===== config.mk =====
export PLATFORM = sky130hd
export DESIGN_NAME = mp3_data_array_ctrl
export DESIGN_NICKNAME = d
export VERILOG_FILES = /design/src/rtl/mp3_data_array_ctrl.sv
export SDC_FILE = /design/constraint.sdc
export NUM_CORES = 1
export LEC_CHECK = 0
export BUFFER_PORTS_ARGS = -buffer_cell sky130_fd_sc_hd__buf_2
export CAP_MARGIN = 20
export CORE_AREA = 3 3 219 221
export CTS_BUF_LIST = sky130_fd_sc_hd__clkbuf_4 sky130_fd_sc_hd__clkbuf_8
export DETAILED_ROUTE_END_ITERATION = 8
export DIE_AREA = 0 0 222 224
export PLACE_DENSITY = 0.68
export RECOVER_POWER = 25
export REMOVE_ABC_BUFFERS = 1
export SLEW_MARGIN = 0
export SYNTH_ARGS = -nofsm -noshare
export SYNTH_HDL_FRONTEND = slang
export SYNTH_SLANG_ARGS = --single-unit

===== constraint.sdc =====
create_clock -name clk -period 14.45 [get_ports clk]
set_clock_uncertainty 0.15 [all_clocks]
set_input_delay 2.1675 -clock clk [delete_from_list [all_inputs] [get_ports clk]]
set_output_delay 2.1675 -clock clk [all_outputs]
set_load 0.005 [all_outputs]

===== src/rtl/mp3_data_array_ctrl.sv =====
// Initiator-side controller for the mp4 cache 32x128 byte-masked data array SRAM.
// Optional performance counters are compiled in when SRAM_CTRL_PERF_EN is defined.
module mp3_data_array_ctrl #(
    parameter int                    ADDR_WIDTH = 5,
    parameter int                    DATA_WIDTH = 128,
    parameter int                    NUM_WMASKS = DATA_WIDTH / 8,
    parameter logic [DATA_WIDTH-1:0] INIT_VALUE = '0,
    parameter int                    RSP_DEPTH  = 2
) (
    input  logic                  clk,
    input  logic                  rst_n,
    input  logic                  req_valid,
    output logic                  req_ready,
    input  logic                  req_write,
    input  logic [ADDR_WIDTH-1:0] req_addr,
    input  logic [NUM_WMASKS-1:0] req_wmask,
    input  logic [DATA_WIDTH-1:0] req_wdata,
    output logic                  rsp_valid,
    input  logic                  rsp_ready,
    output logic [DATA_WIDTH-1:0] rsp_rdata,
    output logic                  init_done,
    output logic                  sram_csb0,
    output logic                  sram_web0,
    output logic [NUM_WMASKS-1:0] sram_wmask0,
    output logic [ADDR_WIDTH-1:0] sram_addr0,
    output logic [DATA_WIDTH-1:0] sram_din0,
    input  logic [DATA_WIDTH-1:0] sram_dout0
`ifdef SRAM_CTRL_PERF_EN
    ,
    output logic [31:0]           perf_rd_cnt,
    output logic [31:0]           perf_wr_cnt,
    output logic [31:0]           perf_stall_cnt
`endif
);

    localparam int DEPTH = 1 << ADDR_WIDTH;
    localparam int PTR_W = 2;
    localparam int CNT_W = 3;

    typedef enum logic {
        INIT,
        RUN
    } state_t;

    state_t                  state;
    state_t                  state_next;
    logic [ADDR_WIDTH-1:0]   sweep_cnt;
    logic                    read_inflight;
    logic [DATA_WIDTH-1:0]   buf_mem [0:3];
    logic [PTR_W-1:0]        head;
    logic [PTR_W-1:0]        tail;
    logic [CNT_W-1:0]        count;
    logic [CNT_W:0]          pending;
    logic                    push;
    logic                    pop;
    logic                    accept;
    logic                    accept_read;
    logic                    read_room;

    function automatic logic [PTR_W-1:0] ptr_next(input logic [PTR_W-1:0] p);
        return (p == PTR_W'(RSP_DEPTH - 1)) ? '0 : p + 1'b1;
    endfunction

    assign pop         = rsp_valid && rsp_ready;
    assign push        = read_inflight;
    assign rsp_valid   = (count != '0);
    assign rsp_rdata   = rsp_valid ? buf_mem[head] : '0;
    assign init_done   = (state == RUN);

    // A read may only be accepted if its data is guaranteed a buffer slot next cycle.
    assign pending     = {1'b0, count} + (CNT_W+1)'(read_inflight) - (CNT_W+1)'(pop);
    assign read_room   = pending < (CNT_W+1)'(RSP_DEPTH);
    assign req_ready   = rst_n && (state == RUN) && (req_write || read_room);
    assign accept      = req_valid && req_ready;
    assign accept_read = accept && !req_write;

    always_comb begin
        state_next  = state;
        sram_csb0   = 1'b1;
        sram_web0   = 1'b1;
        sram_wmask0 = '0;
        sram_addr0  = '0;
        sram_din0   = '0;
        if (rst_n) begin
            case (state)
                INIT: begin
                    sram_csb0   = 1'b0;
                    sram_web0   = 1'b0;
                    sram_wmask0 = '1;
                    sram_addr0  = sweep_cnt;
                    sram_din0   = INIT_VALUE;
                    if (sweep_cnt == ADDR_WIDTH'(DEPTH - 1)) begin
                        state_next = RUN;
                    end
                end
                RUN: begin
                    if (accept) begin
                        sram_csb0  = 1'b0;
                        sram_web0  = !req_write;
                        sram_addr0 = req_addr;
                        if (req_write) begin
                            sram_wmask0 = req_wmask;
                            sram_din0   = req_wdata;
                        end
                    end
                end
                default: state_next = INIT;
            endcase
        end
    end

    always_ff @(posedge clk or negedge rst_n) begin
        if (!rst_n) begin
            state         <= INIT;
            sweep_cnt     <= '0;
            read_inflight <= 1'b0;
        end else begin
            state         <= state_next;
            read_inflight <= accept_read;
            if (state == INIT) begin
                sweep_cnt <= sweep_cnt + 1'b1;
            end
        end
    end

    // dout0 is only stable around the posedge following the read, so it is captured here.
    always_ff @(posedge clk) begin
        if (push) begin
            buf_mem[tail] <= sram_dout0;
        end
    end

    always_ff @(posedge clk or negedge rst_n) begin
        if (!rst_n) begin
            head  <= '0;
            tail  <= '0;
            count <= '0;
        end else begin
            if (push) begin
                tail <= ptr_next(tail);
            end
            if (pop) begin
                head <= ptr_next(head);
            end
            case ({push, pop})
                2'b10:   count <= count + 1'b1;
                2'b01:   count <= count - 1'b1;
                default: count <= count;
            endcase
        end
    end

`ifdef SRAM_CTRL_PERF_EN
    always_ff @(posedge clk or negedge rst_n) begin
        if (!rst_n) begin
            perf_rd_cnt    <= '0;
            perf_wr_cnt    <= '0;
            perf_stall_cnt <= '0;
        end else begin
            if (accept_read) begin
                perf_rd_cnt <= perf_rd_cnt + 32'd1;
            end
            if (accept && req_write) begin
                perf_wr_cnt <= perf_wr_cnt + 32'd1;
            end
            if ((state == RUN) && req_valid && !req_write && !req_ready) begin
                perf_stall_cnt <= perf_stall_cnt + 32'd1;
            end
        end
    end
`endif

endmodule


== Word level (Yosys, flattened, before mapping) ==
Memory sizes are Yosys's and may differ from the RTL's.
Cells that the tools add are included.
Storage, ports and cells
  flip-flop bits (word level): 14
  word-level logic and storage cells: 55
  latch bits: 0
  memories: 1
  output and inout bits: 282
  RAM bits: 512
  ROM bits: 0
Cells by class
  divide/modulo/power cells: 0
  shifts and indexed selects: 0
  order comparisons: 1
  $add $sub $neg: 7
  reduce and logical (&&, ||, !) cells: 9
  eq/ne operators: 5
  bitwise logic cells: 1
  $mul: 0
  mux-type cells: 25
Memories
  buf_mem: depth 4, width 128, read ports 1, clocked after Yosys merged registers in 0, wr ports 1, line 49  | logic [DATA_WIDTH-1:0] buf_mem [0:3];
Operator list (count)
  128-bit two-way mux: 4
  128-bit one-hot mux with 2 select lines: 1
  16-bit two-way mux: 3
  16-bit one-hot mux with 2 select lines: 1
  5-bit two-way mux: 2
  5-bit one-hot mux with 2 select lines: 1
  1-bit two-way mux: 8
  2-bit by 1-bit equality test with 1-bit output, second input constant: 3
  3-bit one-hot mux with 2 select lines: 1
  5-bit by 1-bit adder with 5-bit output, second input constant: 1
  5-bit equality test, second input constant: 1
  1-bit logical AND: 5
  2-bit by 1-bit adder with 2-bit output, second input constant: 2
  3-bit by 1-bit adder with 4-bit output: 1
  4-bit by 2-bit < comparator with 1-bit output, second input constant: 1
  2-bit two-way mux: 2
  1-bit one-hot mux with 2 select lines: 2
  4-bit by 1-bit subtractor with 4-bit output: 1
  3-bit by 1-bit adder with 3-bit output, second input constant: 1
  3-bit nonzero test: 1
  3-bit by 1-bit subtractor with 3-bit output, second input constant: 1
  2-bit equality test, second input constant: 1
  2-bit nonzero test: 1
  1-bit logical NOT: 1
  other kinds (2): 2

== Logic depth before layout (Yosys ltp) ==
  depth in word-level cells: 10
  mapped depth: 11

== Least setup slack after synthesis ==
Ideal clock, no wire load.
  kind: flip-flop to flip-flop
  from: register read_inflight (netlist: push)
  to: memory buf_mem[0][0], enable pin
  cell stages (with the launch flop): 3
  clock period less this slack: 10.902 ns
  buffers on the path: 1
  arrival time: 9.954 ns
  setup time: 0.798 ns
  setup slack: 3.548 ns
  cells stage by stage: dfrtp_1 > clkbuf_1 > nor3b_1
On the way
  cells in the longest elaborated chain, start to end: 2
Ends and longest elaborated chain
  start, declared: line 48  | logic read_inflight;
  start signal, assigned: line 119  | read_inflight <= accept_read;
  1-bit two-way mux: line 128  | if (push) begin
  1-bit two-way mux (implied by the code): line 129  | buf_mem[tail] <= sram_dout0;
  end, declared: line 49
No other way between the ends.

== Worst setup path after layout ==
  from: input rst_n
  to: output sram_din0[96]
On the way
  cells in the longest elaborated chain, start to end: 6
Ends and longest elaborated chain
  start, declared: line 11  | input logic rst_n,
  1-bit logical AND (2 in series): line 73  | assign req_ready = rst_n && (state == RUN) && (req_write || read_room);
  1-bit logical AND: line 74  | assign accept = req_valid && req_ready;
  128-bit two-way mux: line 97  | if (accept) begin
  128-bit one-hot mux with 2 select lines: line 85  | case (state)
  128-bit two-way mux (*): line 84  | if (rst_n) begin
  end, declared: line 26  | output logic [DATA_WIDTH-1:0] sram_din0,
Every way passes the cells marked *; elsewhere a longest branch is shown, timed or not.

==> results summary <==
The fill cell total of the finished layout came out at 3666. The delay contributed by the slowest stage of the critical path came out at 0.74 ns. The run finished with clean final reports. The count of mapped cells out of synthesis is 1073. The number of flops mapped to enable cells by yosys came out at 512. The arrival time reported for the critical path endpoint is 5.02 ns. The number of optimization iterations in the first detailed-route pass came out at 5.

The utilization after layout is 0.5633. The depth of the CTS H-tree is 3. The total design power came out at 3.998 mW. The highest net fanout along the worst path is 80. Routed signal wires occupy layers up through met5.

For this run, design rule violations remaining after detail routing come to 0. The signed area change from the synthesized netlist to the final layout came out at 23.27%. The number of rows created at floorplan came out at 79. The count of nets left with antenna violations after detail routing is 0. The total overflow left after global routing is 0. STA puts the critical path data required time at 12.13 ns.

The mapped cell area is 0.02118 mm2. The number of failing hold endpoints at the final stage came out at 0. Setup violations remaining at the end of the flow were counted as 0.

Clock tree synthesis found a total of 526 sinks. The routed metal-1 wirelength came out at 23.02 mm. The final wirelength is 68.51 mm.

STA classifies the critical path endpoint as an output pin. The first-pass GRT wire length came out at 94.74 mm. In the final design database the tool counted 1959 nets. The weighted congestion at the end of routability-driven global placement came out at 1.007. The number of maximum-capacitance constraint violations came out at 0. The synthesized flop and latch total came out at 526.

Setup repair after global routing left no endpoint under its margin. The number of antenna violations at the first check in global routing is 38. The worst IR drop on VDD is 0.1264 mV.

Post-CTS timing repair inserted 0 buffers for setup. The power density over cell area came out at 153.1 mW/mm2. The share of the yosys chip area belonging to registers is 0.7423. The number of gates resized after CTS is 0.

The floorplan step defined a core boundary enclosing 0.04636 mm2. The detailed-routed wire length on met3 is 6.920 mm. The area enclosed by the die boundary came out at 0.04973 mm2. The critical path startpoint category is an input pin. The worst-path cell with the longest stage delay is sky130_fd_sc_hd__clkbuf_1. In this run the worst hold path is classified as reg -> reg. For the worst-skew pair, the clock arrives at the later sink with an insertion delay of 0.64 ns. The number of ports placed on the die boundary is 564. The height of the die is 224 um. The starting utilization of the core area is 0.4570. In this run, the number of DRC markers left after iteration 0 of detailed routing was 669.

The hold slack is 0.3622 ns. The transition at the pin with the smallest max-transition slack came out at 1.179 ns. The time the final worst path needs with I/O delays and setup came out at 7.334 ns. Traced cell by cell, the critical path runs through clkbuf_1 -> nand3_1 -> nor2_4 -> buf_4 -> and2_1 -> buf_2. Counting distinct cell types in the post-synthesis netlist gives 33. The overall global routing resource usage came out at 0.2731. The final HPWL from detailed placement is 49.90 mm. The maximum number of pins on one net before global-route repair is 94. The critical path is of the in -> out type. The family of cells with the greatest summed delay on the critical path is buffers and inverters. Clock tree synthesis selected as its root buffer the cell sky130_fd_sc_hd__clkbuf_8.

The commonest non-fill, non-tap cell in the layout is sky130_fd_sc_hd__edfxtp_1. The summed negative setup slack over all endpoints is 0 ns. The analysis attributes to cell leakage a power of 9.708 nW.

The horizontal die dimension is 222 um. The fraction of final layout cells sized beyond drive strength 1 came out at 0.4358. The post-synthesis area per instance came out at 19.74 um2.

The clock transition at the registers of the reported paths came out at 0.07 ns. Leaving out fill and tap cells, the most frequent cells in the layout are sky130_fd_sc_hd__edfxtp_1, sky130_fd_sc_hd__buf_2, sky130_fd_sc_hd__and2_1. The number of max-slew violations in the final report came out at 0. The number of hold buffers added after cts came out at 0. The via count of the first global-routing pass is 12650. The worst path buffer plus inverter count came out at 3. The worst pin sits at a relative slew slack of 0.2142. The routed via count came out at 12460.

The number of CTS-inserted buffers is 82. After detailed routing, the met2 layer carries 36.00 mm of wire. The average wire per standard cell came out at 29.04 um. Derived from the worst setup path, the maximum achievable clock frequency is 136.4 MHz. The most used flip-flop cell after synthesis is sky130_fd_sc_hd__edfxtp_1. The number of warnings printed during yosys synthesis came out at 0.

TritonCTS built the clock tree. Buffers placed on the I/O ports in this run total 563. The final worst-path cycle share is 0.5075. The proportion of synthesized flip-flops having asynchronous set or reset came out at 0.02662. After detailed routing, the number of vias per cell comes to 5.280. The worst-case clock buffer depth is 3.
[path summary, 6_finish.rpt]
path | from | cells after the start | slack [ns] | end
min in group asynchronous | rst_n | 1 | 1.52 | sweep_cnt[0]
max | rst_n | 6 | 7.12 | sram_din0[96]
min | sweep_cnt[3] | 1 | 0.36 | sweep_cnt[3]
min reg2reg | sweep_cnt[3] | 1 | 0.36 | sweep_cnt[3]
max in group asynchronous | rst_n | 1 | 11.87 | head[0]
max reg2reg | push | 3 | 11.12 | buf_mem[0][38]
[synthesized netlist by cell type, drive strengths merged, types with 2 or more instances]
cell    count  area (um2)
a21oi      18       90.09
a22o        5       43.79
and2      257        1608
and3        4       25.02
buf        23       178.9
clkbuf     39       146.4
dfrtp      14       350.3
edfxtp    512       15370
fa          2       40.04
ha          4       50.05
inv        23       86.33
mux2        2       22.52
mux4      128        2883
nand2      11       41.29
nand3       2       10.01
nor2        2       7.510
nor3b       2       15.01
o21ai       4       20.01
or2         2       12.51
xnor2       6       60.06
xor2        5       43.79
[kinds of logic (layout without fill, tap and decap cells)]
family / after synthesis / in the layout / share of synthesized area
DFF: 526 / 526 / 0.7423
AOI/OAI and AO/OA: 30 / 30 / 0.009214
muxes: 130 / 130 / 0.1371
xor gates and xnor gates: 11 / 11 / 0.004902
adders and majority gates: 6 / 6 / 0.004253
buffers and inverters: 85 / 749 / 0.01943
other: 0 / 15 / 0
and+or+nand+nor: 285 / 285 / 0.08275
[worst register-to-register path, stage by stage (launching register included)]
cell and delay (ns):
sky130_fd_sc_hd__dfrtp_1 0.57, sky130_fd_sc_hd__nor3b_1 0.36, sky130_fd_sc_hd__clkbuf_1 0.91, sky130_fd_sc_hd__buf_4 0.89
[power by group]
group	total, mW	switching, mW	internal, mW
clock network	1.22	0.559	0.658
registers	1.78	0.0502	1.73
logic	1.00	0.501	0.501
total	4.00	1.11	2.89
[per-layer routing]
| metal | vias to the layer above | global-route usage |
|---|---|---|
| li1 | 5398 | - |
| met1 | 6332 | 0.3035 |
| met2 | 554 | 0.4785 |
| met3 | 145 | 0.1075 |
| met4 | 26 | 0.1001 |
| met5 | - | 0 |
[layout make-up]
type                    count  area [um2]  share of cell area
inverters                  23       86.33            0.003306
flip-flops and latches    526       15730              0.6025
clock inverters            36       221.5            0.008481
multi-input cells         462        5076              0.1944
repair buffers            576        2813              0.1077
clock buffers             114        1388             0.05314
well taps                 607       759.5             0.02908
diodes                     15       37.54            0.001437
[sequential cells by signal (all words and copies together) (netlist names)]
| signal | flops |
|---|---|
| buf_mem | 512 |
| sweep_cnt | 5 |
| count | 3 |
| head | 2 |
| tail | 2 |
| init_done | 1 |
| push | 1 |
[through the flow]
stage | worst slack, ns | cells | instance area [um2]
CTS | 7.582 | 2344 | 26200
floorplan | 3.698 | 1011 | 20860
detailed placement | 7.583 | 2194 | 24590
global placement | 7.661 | 2194 | 24590
global route | 6.685 | 2345 | 26080
finish | 7.116 | 2359 | 26110
Power figures use the tool's default switching activity.
